$ cat src/rtl/maxnet_ctrl.sv
// maxnet_ctrl: iteration controller for the four-neuron MaxNet PU.
// Feeds a1..a4 to the PU, recaptures results, reports the survivor.
module maxnet_ctrl #(
  parameter int WIDTH    = 32,
  parameter int PU_LAT   = 1,
  parameter int MAX_ITER = 255,
  parameter int ITER_W   = 8
) (
  input  logic              clk,
  input  logic              rst,
  input  logic              start,
  input  logic [WIDTH-1:0]  x1,
  input  logic [WIDTH-1:0]  x2,
  input  logic [WIDTH-1:0]  x3,
  input  logic [WIDTH-1:0]  x4,
  input  logic [WIDTH-1:0]  pu_1_out,
  input  logic [WIDTH-1:0]  pu_2_out,
  input  logic [WIDTH-1:0]  pu_3_out,
  input  logic [WIDTH-1:0]  pu_4_out,
  output logic [WIDTH-1:0]  pu_x1,
  output logic [WIDTH-1:0]  pu_x2,
  output logic [WIDTH-1:0]  pu_x3,
  output logic [WIDTH-1:0]  pu_x4,
  output logic              busy,
  output logic              done,
  output logic [1:0]        winner,
  output logic [WIDTH-1:0]  win_value,
  output logic              no_winner,
  output logic [ITER_W-1:0] iter_count
);

  localparam int LW = (PU_LAT < 2) ? 1 : $clog2(PU_LAT + 1);

  typedef enum logic [1:0] {
    IDLE,
    CHECK,
    WAIT,
    DONE
  } state_t;

  state_t                 state;
  logic [LW-1:0]          wcnt;
  logic [3:0][WIDTH-1:0]  a;
  logic [3:0]             act;
  logic [2:0]             nact;
  logic [1:0]             widx;
  logic                   at_cap;
  logic                   one_left;
  logic                   stop_none;
  logic                   go_iter;

  assign pu_x1 = a[0];
  assign pu_x2 = a[1];
  assign pu_x3 = a[2];
  assign pu_x4 = a[3];

  // Active = strictly positive, nonzero magnitude; no float math needed.
  always_comb begin
    nact = '0;
    widx = '0;
    for (int i = 3; i >= 0; i--) begin
      act[i] = ~a[i][WIDTH-1] & (|a[i][WIDTH-2:0]);
      if (act[i]) begin
        nact = nact + 3'd1;
        widx = 2'(i);
      end
    end
  end

  assign at_cap    = (iter_count == ITER_W'(MAX_ITER));
  assign one_left  = (nact == 3'd1);
  assign stop_none = (nact == 3'd0) || ((nact > 3'd1) && at_cap);
  assign go_iter   = (nact > 3'd1) && !at_cap;

  always_ff @(posedge clk or negedge rst) begin
    if (!rst) begin
      state      <= IDLE;
      wcnt       <= '0;
      a          <= '0;
      busy       <= 1'b0;
      done       <= 1'b0;
      winner     <= '0;
      win_value  <= '0;
      no_winner  <= 1'b0;
      iter_count <= '0;
    end else begin
      done <= 1'b0;
      unique case (state)
        IDLE, DONE: begin
          state <= IDLE;
          if (start) begin
            a          <= {x4, x3, x2, x1};
            iter_count <= '0;
            no_winner  <= 1'b0;
            winner     <= '0;
            win_value  <= '0;
            busy       <= 1'b1;
            state      <= CHECK;
          end
        end
        CHECK: begin
          unique case (1'b1)
            one_left: begin
              winner    <= widx;
              win_value <= a[widx];
              busy      <= 1'b0;
              done      <= 1'b1;
              state     <= DONE;
            end
            stop_none: begin
              no_winner <= 1'b1;
              busy      <= 1'b0;
              done      <= 1'b1;
              state     <= DONE;
            end
            go_iter: begin
              wcnt  <= LW'(PU_LAT);
              state <= WAIT;
            end
            default: state <= CHECK;
          endcase
        end
        WAIT: begin
          wcnt <= wcnt - LW'(1);
          if (wcnt == LW'(1)) begin
            a <= {pu_4_out, pu_3_out, pu_2_out, pu_1_out};
            iter_count <= iter_count + ITER_W'(1);
            state <= CHECK;
          end
        end
        default: state <= IDLE;
      endcase
    end
  end

endmodule
$ cat config.mk
export PLATFORM = sky130hd
export DESIGN_NAME = maxnet_ctrl
export DESIGN_NICKNAME = d
export VERILOG_FILES = /design/src/rtl/maxnet_ctrl.sv
export SDC_FILE = /design/constraint.sdc
export NUM_CORES = 1
export LEC_CHECK = 0
export BUFFER_PORTS_ARGS = -buffer_cell sky130_fd_sc_hd__buf_2
export CORE_AREA = 3 3 165 167
export DETAILED_ROUTE_END_ITERATION = 12
export DIE_AREA = 0 0 168 170
export PLACE_DENSITY = 0.7
export SYNTH_ARGS = -nofsm -noshare
export SYNTH_HDL_FRONTEND = slang
export SYNTH_SLANG_ARGS = --single-unit
export TNS_END_PERCENT = 100
$ cat constraint.sdc
create_clock -name clk -period 5 [get_ports clk]
set_input_delay 0.75 -clock clk [delete_from_list [all_inputs] [get_ports clk]]
set_output_delay 0.75 -clock clk [all_outputs]
set_load 0.05 [all_outputs]
==> results.toml <==
[min_path]
hold_path.class = "in -> async"

[sta]
finClkSkew_ns = 0.01547
relSlewSlack = 0.2510
tightestPinTransition_ns = 1.123
setup_viol = 0
min_period_ns = 4.109
finalHoldViolCount = 0
fin_crit_sh = 0.8218
final.setup.tns_ns = 0
timing.fmax_ghz = 0.2434
holdWs_ns = 0.4181
grt_setup_unrepaired = "no"
slew_viol_final = 0

[worst_setup_path]
cp_data_arrival_time_ns = 4.43
cp.required_ns = 5.32
cp_max_fo = 34
start_kind = "register"
path_class = "reg -> reg"
cp-end-kind = "register"

[synth]
synthArstFlopShare = 1.000
ys_seq_area_frac = 0.4760
synth.area.top_cells = "dfrtp_1 (48%), mux2i_1 (14%), mux4_1 (8.8%)"
ys_ff_latch = 176
yosysWarnings = 0
synth_area_sq_um = 9253
synth_top_cell_by_area = "dfrtp_1"
synth_edf_count = 0
syn_inst = 840
syn_area_per_cell_sq_um = 11.02
synth_top_area_share = 0.4760
synthFlopType = "dfrtp_1"
synth_cell_type_count = 50
synth_fp_nets = 1107

[clocking]
numClockSinks = 176
cts_setup_buffers = 0
clkTransAtPathRegs_ns = 0.08
ctsHoldBuffers = 0
clk_latency_ns = 0.43
clockBufferDepth = 2
h-tree-depth = 4
cts_tree = "yes"
cts_resized = 0
cts-root-buf = "clkbuf_16"
tritoncts.num_buffers = 17

[power_and_ir_drop]
clockPowerShare = 0.129
p_per_area_nw_per_um2 = 839.0
pwr-share-comb = 0.599
p_switching_w = 0.005698
power.internal_w = 0.004568
ir_drop_v = 0.0006934
p_leak_nw = 5.561
netSwitchingFraction = 0.5550
pwr-share-seq = 0.273

[final_layout]
n_antenna_cell = 0
area_delta_synth_final_pct = 32.24
layout_common_cells = "buf_2 (430), dfrtp_1 (176), nor2_1 (148)"
final_nets = 1507
drive_above_1_share = 0.3895
final_common_cell = "buf_2"
fillers = 2455

[global_route]
grt_pass1_vias = 8053
grt_max_degree = 219
antenna_found_initial = 0
grt_pass1_wl_microns = 49110
grt_overflow = 0
grt_usage = 0.2228

[detailed_routing]
wl_microns = 33310
route.detailed.wl_per_inst_microns = 20.98
num_vias = 8360
routed_via_density = 5.264
antenna_left = 0
drt_iter0_drc = 588
first_pass_iters = 7
drc = 0

[place]
port_buffers = 431
place.gp.congestion = 0.8332
dp_hpwl_microns = 25720

[status]
outcome = "completed"

[flow_run]
cap_violations = 0

[floorplanning]
core_area_sq_um = 25910
ioPinCount = 432
die_w_microns = 168
dieArea_sq_um = 28560
start_util = 0.3571
rows = 59
die_y_microns = 170
-- synth_stat cells, types with 3 or more instances --
master	count
ha_1	8
buf_1	4
mux4_1	31
nand2_1	10
buf_6	7
nor4_1	28
o21ai_0	11
nor2b_1	5
buf_2	3
a21oi_1	131
a22o_1	29
o2111ai_1	5
mux2i_1	130
clkbuf_1	42
nor2_1	148
or3_1	3
a22o_2	4
nor3_1	5
xor2_1	5
inv_1	11
dfrtp_1	176
nand4_1	12
-- registers in the layout (all words and copies together), names as in the netlist --
name,flops
winner,2
pu_x1,32
busy,1
pu_x4,32
win_value,32
done,1
pu_x3,32
pu_x2,32
iter_count,8
state,2
no_winner,1
wcnt,1
-- kinds of logic (layout without fill, tap and decap cells) --
group,count (synthesis),count (layout),synth area share
AO/OA/AOI/OAI,197,197,0.1304
AND/OR/NAND/NOR,220,220,0.1072
multiplexers,162,162,0.2311
buffers and inverters,70,483,0.03786
flip-flops,176,176,0.4760
adder cells (fa/ha/maj),8,8,0.01082
XOR/XNOR,7,7,0.006626
-- critical path, cell delays in order, from the launching register on --
cell and delay (ns):
dfrtp_1 0.42, nor4_1 0.50, nand4_1 0.24, nor2_1 0.13, or2_2 0.15, inv_1 0.05, ha_1 0.26, nand2_1 0.07
o21ai_0 0.08, ha_1 0.30, nor2_1 0.12, o21ai_0 0.18, or4_1 0.59, a41o_2 0.55, a22o_2 0.36
-- worst paths after layout --
kind	startpoint	to	slack (ns)	cells after the start
max	pu_x3[0]	win_value[27]	0.89	14
min	rst	pu_x1[17]	0.42	1
max reg2reg	pu_x3[0]	win_value[27]	0.89	14
min reg2reg	win_value[31]	win_value[31]	0.49	1
max in group asynchronous	rst	win_value[21]	3.47	2
min in group clk	win_value[31]	win_value[31]	0.49	1
-- power groups by stage --
stage	Sequential [W]	Clock [W]	Combinational, W
2_1_floorplan	0.00461	0	0.00272
3_3_place_gp	0.00277	0	0.00609
3_5_place_dp	0.00281	0	0.00616
4_1_cts	0.00279	0.00135	0.00618
5_1_grt	0.00289	0.00141	0.00655
6_report	0.00280	0.00132	0.00615
-- final cells by class --
type	instances	area (sq um)	share of cell area
repair buffers	440	2258	0.1846
multi-input cells	594	4537	0.3708
clock inverters	14	146.4	0.01196
clock buffers	18	429.2	0.03508
flip-flops and latches	176	4404	0.3600
inverters	11	41.29	0.003375
well taps	335	419.2	0.03426
-- per-layer routing --
layer,up-vias,share of wire,track usage
li1,3927,-,-
met1,4094,0.42,0.2976
met2,318,0.51,0.3878
met3,21,0.054,0.03763
met4,0,0.0090,0.04055
met5,-,0,0
-- through the flow --
step	std cells	util	setup slack, ns	instance area, sq um	total power [W]
2_1_floorplan	840	-	1.410	9253	0.007324
3_3_place_gp	1556	0.4500	0.7911	11660	0.008852
3_5_place_dp	1556	0.4500	0.8256	11660	0.008978
4_1_cts	1588	0.4722	0.7873	12240	0.01032
5_1_grt	1588	0.4722	0.5485	12240	0.01085
6_report	1588	0.4722	0.8909	12240	0.01027
No activity file was read; power rests on OpenSTA's default activity.
